==> src/rtl/crossbar_arbiter.sv <==
// rtl/crossbar_arbiter.sv - per-slave round-robin arbiter driving crossbar select arrays
module crossbar_arbiter #(
  parameter int M  = 3,
  parameter int S  = 2,
  parameter int TO = 256
) (
  input  logic                            clk_i,
  input  logic                            rst_ni,
  input  logic [M-1:0]                    m_req_i,
  input  logic [M-1:0][$clog2(S)-1:0]     m_tgt_i,
  input  logic [M-1:0]                    m_done_i,
  output logic [M-1:0]                    m_gnt_o,
  output logic [M-1:0][$clog2(S)-1:0]     s_sel_array_o,
  output logic [S-1:0][$clog2(M)-1:0]     m_sel_array_o,
  output logic [S-1:0]                    s_active_o,
  output logic [S-1:0]                    s_timeout_o
);

  localparam int TW = $clog2(S);
  localparam int MW = $clog2(M);
  // TO=0 disables the timeout; keep a 1-bit counter so widths stay legal.
  localparam int CW = (TO > 0) ? $clog2(TO + 1) : 1;
  localparam int unsigned TO_M1 = (TO > 0) ? TO - 1 : 0;
  localparam logic [CW-1:0] CNT_MAX = CW'(TO_M1);
  localparam logic [MW-1:0] PTR_RST = MW'(M - 1);

  typedef enum logic {ST_IDLE, ST_GRANT} state_e;

  state_e                  state_q [S];
  state_e                  state_d [S];
  logic [S-1:0][MW-1:0]    owner_q, owner_d;
  logic [S-1:0][MW-1:0]    ptr_q, ptr_d;
  logic [S-1:0][CW-1:0]    cnt_q, cnt_d;
  logic [S-1:0]            tmo_q, tmo_d;
  logic [M-1:0]            gnt_q, gnt_d;
  logic [M-1:0][TW-1:0]    ssel_q, ssel_d;
  logic [M-1:0][S-1:0]     elig;

  logic                    found;
  logic [MW-1:0]           pick;
  logic [MW-1:0]           own;
  logic                    tmo_hit;
  int                      idx;

  // Eligibility: requesting, not already granted, and targeting slave j.
  // Matching against j < S also rejects out-of-range targets.
  always_comb begin
    elig = '0;
    for (int i = 0; i < M; i++) begin
      for (int j = 0; j < S; j++) begin
        elig[i][j] = m_req_i[i] && !gnt_q[i] && (int'(m_tgt_i[i]) == j);
      end
    end
  end

  // Per-slave next state: round-robin pick in IDLE, release checks in GRANT,
  // then rebuild the master-side grant/select view from the next state.
  always_comb begin
    state_d = state_q;
    owner_d = owner_q;
    ptr_d   = ptr_q;
    cnt_d   = cnt_q;
    tmo_d   = '0;
    found   = 1'b0;
    pick    = '0;
    own     = '0;
    tmo_hit = 1'b0;
    idx     = 0;
    for (int j = 0; j < S; j++) begin
      found   = 1'b0;
      pick    = '0;
      own     = owner_q[j];
      tmo_hit = 1'b0;
      case (state_q[j])
        ST_IDLE: begin
          for (int off = 1; off <= M; off++) begin
            idx = (int'(ptr_q[j]) + off) % M;
            if (!found && elig[idx][j]) begin
              found = 1'b1;
              pick  = MW'(idx);
            end
          end
          if (found) begin
            state_d[j] = ST_GRANT;
            owner_d[j] = pick;
            cnt_d[j]   = '0;
          end
        end
        default: begin
          tmo_hit = (TO != 0) && (cnt_q[j] == CNT_MAX);
          if (m_done_i[own] || !m_req_i[own] || tmo_hit) begin
            state_d[j] = ST_IDLE;
            ptr_d[j]   = own;
            owner_d[j] = '0;
            cnt_d[j]   = '0;
            // A completion in the same cycle is a normal finish, not a timeout.
            tmo_d[j]   = tmo_hit && !m_done_i[own];
          end else if (TO != 0) begin
            // Release fires at CNT_MAX, so the counter never passes it.
            cnt_d[j] = cnt_q[j] + 1'b1;
          end
        end
      endcase
    end
    gnt_d  = '0;
    ssel_d = '0;
    for (int j = 0; j < S; j++) begin
      if (state_d[j] == ST_GRANT) begin
        gnt_d[owner_d[j]]  = 1'b1;
        ssel_d[owner_d[j]] = TW'(j);
      end
    end
  end

  // State and output registers; reset clears everything without a clock.
  always_ff @(posedge clk_i or negedge rst_ni) begin
    if (!rst_ni) begin
      for (int j = 0; j < S; j++) begin
        state_q[j] <= ST_IDLE;
      end
      owner_q <= '0;
      ptr_q   <= {S{PTR_RST}};
      cnt_q   <= '0;
      tmo_q   <= '0;
      gnt_q   <= '0;
      ssel_q  <= '0;
    end else begin
      state_q <= state_d;
      owner_q <= owner_d;
      ptr_q   <= ptr_d;
      cnt_q   <= cnt_d;
      tmo_q   <= tmo_d;
      gnt_q   <= gnt_d;
      ssel_q  <= ssel_d;
    end
  end

  // Slave-side enables decode straight from the state registers.
  always_comb begin
    for (int j = 0; j < S; j++) begin
      s_active_o[j] = (state_q[j] == ST_GRANT);
    end
  end

  assign m_gnt_o       = gnt_q;
  assign s_sel_array_o = ssel_q;
  assign m_sel_array_o = owner_q;
  assign s_timeout_o   = tmo_q;

endmodule
==> config.mk <==
export PLATFORM = sky130hd
export DESIGN_NAME = crossbar_arbiter
export DESIGN_NICKNAME = d
export VERILOG_FILES = /design/src/rtl/crossbar_arbiter.sv
export SDC_FILE = /design/constraint.sdc
export NUM_CORES = 1
export LEC_CHECK = 0
export BUFFER_PORTS_ARGS = -buffer_cell sky130_fd_sc_hd__buf_2
export CORE_ASPECT_RATIO = 1.1
export CORE_UTILIZATION = 30
export CTS_CLUSTER_SIZE = 12
export DETAILED_ROUTE_END_ITERATION = 16
export PLACE_DENSITY = 0.59
export SETUP_SLACK_MARGIN = 0.15
export SLEW_MARGIN = 20
export SYNTH_ARGS = -nofsm -noshare
export SYNTH_HDL_FRONTEND = slang
export SYNTH_SLANG_ARGS = --single-unit
==> constraint.sdc <==
create_clock -name clk_i -period 2.8 [get_ports clk_i]
set_input_delay 0.56 -clock clk_i [delete_from_list [all_inputs] [get_ports clk_i]]
set_output_delay 0.56 -clock clk_i [all_outputs]
set_load 0.01 [all_outputs]
---- After elaboration in Yosys (flattened, before gate mapping) ----
Cells that the tools add are included.
operators by class
  multiplexer cells ....................... 73
  bitwise operators ....................... 4
  add/sub/neg operators ................... 8
  equality and inequality tests ........... 2
  divide/modulo/power cells ............... 6
  reductions and logical operators ........ 36
  order comparisons ....................... 12
operator list
  kind                     number
  $lt A32 B4 Y1 const B    6
  $mod A32 B3 Y32 const B  6
  $mux W9                  6
  $mux W2                  18
  $mux W1                  34
  $bmux W2 S2              6
  $add A9 B1 Y9 const B    2
  $eq A9 B8 Y1 const B     2
  $logic_and A1 B1 Y1      17
  $add A2 B2 Y3 const B    4
  $lt A2 B3 Y1 const B     4
  $logic_not A1 Y1         11
  $mux W3                  3
  $bmux W1 S2              4
  $add A2 B1 Y3 const B    2
  $demux W1 S2             2
  $ge A2 B1 Y1 const B     2
  $logic_or A1 B1 Y1       4
  $reduce_and A2 Y1        2
  $reduce_bool A2 Y1       2
  $not A1 Y1               3
  $or A3 B3 Y3             1
storage, ports and cells
  output and inout port bits .............. 14
  flip-flop bits (word level) ............. 36
  input bits .............................. 11

---- Depth between registers and ports, before layout ----
  depth in word-level cells ............... 25
  mapped depth ............................ 12

---- Least setup slack after synthesis ----
OpenSTA, ideal clock, no wires.
  path type ............................... register -> register
  from .................................... reg cnt_q[9] (netlist name)
  to ...................................... reg gnt_q[0] (netlist: m_gnt_o[0])
  data arrival time ....................... 2.550 ns
  library setup time ...................... 0.120 ns
  stages on the path, launching flop included .. 12
  required time ........................... 2.680 ns
  path slack .............................. 0.130 ns
  cell sequence ........................... dfrtp_1 > ha_1 > and3_1 > and3_1 > and3_1 > ha_1 > nor4bb_1 > a21oi_2 > nor3b_2 > a22o_2 > nor4_1 > a31o_1
on the way
  word-level cells in the longest chain between the ends .. 10
ends and longest elaborated chain
  item                                                                line  RTL
  from (decl)                                                         33    logic [S-1:0][CW-1:0] cnt_q, cnt_d;
  from (signal assigned)                                              131   cnt_q <= cnt_d;
  $eq A9 B8 Y1 *                                                      90    tmo_hit = (TO != 0) && (cnt_q[j] == CNT_MAX);
  $logic_or A1 B1 Y1 *                                                91    if (m_done_i[own] || !m_req_i[own] || tmo_hit) begin
  $mux W2                                                             91
  $mux W2                                                             74    case (state_q[j])
  $lt A2 B3 Y1 (implied by the code) or $ge A2 B1 Y1 (tied branches)  109   gnt_d[owner_d[j]] = 1'b1;
  $logic_and A1 B1 Y1 (implied by the code)                           109
  $mux W1 (implied by the code)                                       109
  $demux W1 S2                                                        109
  $or A3 B3 Y3 (no line)                                              n/a
  $mux W3 *                                                           108   if (state_d[j] == ST_GRANT) begin
  net gnt_d[0]                                                        35    logic [M-1:0] gnt_q, gnt_d;
  to (signal assigned)                                                133   gnt_q <= gnt_d;
  to (decl)                                                           35
Mark *: on every way through the listed nets, which the timed path passes. The rest lies on a longest branch.
A chain may end at the register's enable or synchronous reset.

---- Worst setup path after layout ----
  from .................................... reg cnt_q[10] (netlist name)
  to ...................................... reg gnt_q[0] (netlist: m_gnt_o[0])
Same word-level chain as after synthesis.

==> results.sh <==
export IMPL_status="complete, no violations"
export IMPL_fin_worst_skew_ns=0.00853
export IMPL_hold_violations=0
export IMPL_rsz0062_at_grt="false"
export IMPL_layout_drive_gt1_share_pct=31.3
export IMPL_p_leak_uw=0.00113
export IMPL_antenna_found_initial=0
export IMPL_hp_class="in -> async"
export IMPL_cp_end_kind="flop"
export IMPL_die_y_um=91.3
export IMPL_finalMaxSlewViolations=0
export IMPL_netlist_area_um2=2170
export IMPL_synth_distinct_cells=59
export IMPL_place_congestion=0.813
export IMPL_cts_htree_levels=2
export IMPL_crit_fanout=4
export IMPL_muxShareOfSynthArea_pct=4.49
export IMPL_dieArea_um2=7590
export IMPL_grt_pass1_wl_mm=8.39
export IMPL_critPathKind="reg -> reg"
export IMPL_slew_headroom_pct=47.2
export IMPL_synthFlopType="dfrtp_1"
export IMPL_powerDensity_nw_per_um2=853
export IMPL_required_ns=2.99
export IMPL_grt_pass1_vias=1726
export IMPL_initial_core_util_pct=31.0
export IMPL_synth_compound_area_share_pct=21.8
export IMPL_drcViolationCount=0
export IMPL_ys_seq_elements=36
export IMPL_critPathLaunchType="flop"
export IMPL_finalWirelength_mm=5.01
export IMPL_io_buffers=24
export IMPL_detailed_place_hpwl_mm=3.55
export IMPL_clockBufferDepth=2
export IMPL_placementRows=32
export IMPL_antenna_cells=0
export IMPL_syn_nets=245
export IMPL_seq_area_frac_synth_pct=41.6
export IMPL_area_growth_pct=21.4
export IMPL_clk_pin_slew_worst_paths_ns=0.08
export IMPL_max_cap_violations=0
export IMPL_fillCellCount=710
export IMPL_tightest_slew_ns=0.792
export IMPL_fmax_mhz=392
export IMPL_fin_crit_ns=2.55
export IMPL_setup_viol=0
export IMPL_synth_simple_gate_area_share_pct=22.2
export IMPL_cp_arrival_ns=2.73
export IMPL_vdd_ir_drop_max_mv=0.289
export IMPL_drt_iter0_drc=80
export IMPL_ant_nets=0
export IMPL_synthAdderAreaFrac_pct=5.07
export IMPL_synthArstFlopShare_pct=100
export IMPL_synth_warnings=0
export IMPL_die_x_um=83.2
export IMPL_cts_tree="yes"
export IMPL_fin_cells=347
export IMPL_cts_root_buf="clkbuf_8"
export IMPL_clock_latency_ns=0.29
export IMPL_timing_hold_ws_ns=0.345
export IMPL_ctsHoldBuffers=0
export IMPL_grt_max_degree=37
export IMPL_dr_pass1_iters=4
export IMPL_numCtsBuffers=5
export IMPL_io_pins=25
export IMPL_r2r_start="cnt_q[10]"
export IMPL_grt_total_usage_pct=13.7
export IMPL_dp_cells=333
export IMPL_yosys_area_share_xor_xnor_pct=1.21
export IMPL_wl_per_cell_um=14.4
export IMPL_period_share_pct=91.0
export IMPL_avgViaCountPerCell=5.20
export IMPL_core_area_um2=7010
export IMPL_final_nets=280
export IMPL_cts_sinks=36
export IMPL_synth_edff_count=0
export IMPL_synth_top_family_by_area="simple AND/OR/NAND/NOR gates"
export IMPL_synth_avg_cell_area_um2=9.62
export IMPL_startpoint="cnt_q[10]"
export IMPL_overflow=0
export IMPL_netlist_instances=226
export IMPL_vias=1803
export IMPL_setup_tns_ns=0
critical path, stage by stage (launching register included):
cell and delay (ns):
dfrtp_1 0.41, ha_2 0.20, and3_4 0.18, and3_4 0.18
and3_4 0.18, ha_4 0.16, nor4bb_2 0.31, a21oi_2 0.10
nor3b_4 0.28, a21o_2 0.20, nor4_4 0.05, a31o_1 0.21
path summary, 6_finish.rpt:
path | slack [ns] | to | depth (start not counted)
max | 0.25 | m_gnt_o[0] | 11
min | 0.35 | cnt_q[13] | 1
max reg2reg | 0.25 | m_gnt_o[0] | 11
min reg2reg | 0.48 | cnt_q[8] | 2
max in group asynchronous | 1.94 | cnt_q[12] | 1
min in group clk_i | 0.48 | cnt_q[8] | 2
cell usage after synthesis (3+ instances only):
library cell,number,area [um2]
a211oi_1,3,22.5
a21oi_1,5,25.0
and3_1,6,37.5
clkbuf_1,4,15.0
dfrtp_1,34,851
ha_1,8,100
inv_1,10,37.5
mux2_2,6,67.6
mux2i_1,3,30.0
nand2_1,20,75.1
nand2b_1,4,25.0
nand3_1,6,30.0
nand3b_1,6,45.0
nor2_1,15,56.3
nor3_1,3,15.0
nor4_1,3,18.8
o211ai_1,3,22.5
o21ai_0,21,105
o21ai_1,11,55.1
o22ai_1,3,18.8
what timing repair did:
| item | CTS | global route |
|---|---|---|
| setup endpoints to repair | 12 | 18 |
| pin swaps | 0 | 8 |
| setup buffers | 0 | 6 |
| hold endpoints to repair | 0 | 0 |
| gates resized for setup | 4 | 18 |
| cloned | 0 | 0 |
registers in the layout, indices dropped and copies added, names as in the netlist:
signal and count:
cnt_q 18, s_active_o 2, own 2, s_timeout_o 2, ptr_q 4, m_sel_array_o 2, m_gnt_o 3, s_sel_array_o 3
metrics by stage:
stage / cell area (um2) / utilization, % / total power, uW / worst slack, ns
final: 2640 / 37.7 / 2250 / 0.252
after global routing: 2640 / 37.7 / 2430 / 0.133
after CTS: 2510 / 35.8 / 2190 / 0.126
after detailed placement: 2410 / 34.4 / 1790 / 0.0251
after global placement: 2410 / 34.4 / 1770 / 0.0882
after floorplan: 2180 / - / 1480 / 0.137
routing by layer:
| metal | track usage, % | vias up | routed length (um) | part of all wire [%] |
|---|---|---|---|---|
| met3 | 3.55 | 5 | 200 | 4.0 |
| met2 | 21.9 | 25 | 2340 | 47 |
| met4 | 3.45 | 0 | 46 | 0.92 |
| met1 | 18.5 | 876 | 2420 | 48 |
| li1 | - | 897 | - | - |
| met5 | 0 | - | 0 | 0 |
power breakdown:
| group | leakage [uW] | switching (uW) | internal (uW) |
|---|---|---|---|
| clock | 0.0000479 | 194 | 173 |
| combinational | 0.000599 | 608 | 504 |
| sequential | 0.000480 | 139 | 632 |
layout make-up:
cell class	count	area (um2)	share of cell area, %
Multi-Input combinational cell	172	1290	48.7
Clock inverter	3	18.8	0.711
Sequential cell	36	903	34.2
Tap cell	85	106	4.03
Clock buffer	5	68.8	2.61
Inverter	10	37.5	1.42
Timing Repair Buffer	36	218	8.25
logic make-up after synthesis:
family                     count (synthesis)
adders and majority gates                  9
AOI/OAI and AO/OA                         68
and+or+nand+nor                           83
xor gates and xnor gates                   3
DFF                                       36
buffers and inverters                     18
muxes                                      9
placed cells by master (no fill, tap or decap), drive strengths merged, types with 2 or more instances in the layout:
cell type	count
buf	36
dfrtp	34
o21ai	32
nand2	20
nor2	15
inv	10
ha	8
a21oi	7
nand3b	6
mux2	6
nand3	6
and3	6
clkbuf	5
a211oi	5
nand2b	4
nor3b	4
or3b	4
o211ai	3
o22ai	3
nor3	3
mux2i	3
nor4	3
a22o	3
clkinv	3
a2111oi	3
nor4bb	2
xnor2	2
and2	2
o31ai	2
dfstp	2
a21o	2
Note: power is estimated with default switching activity, not from simulation.
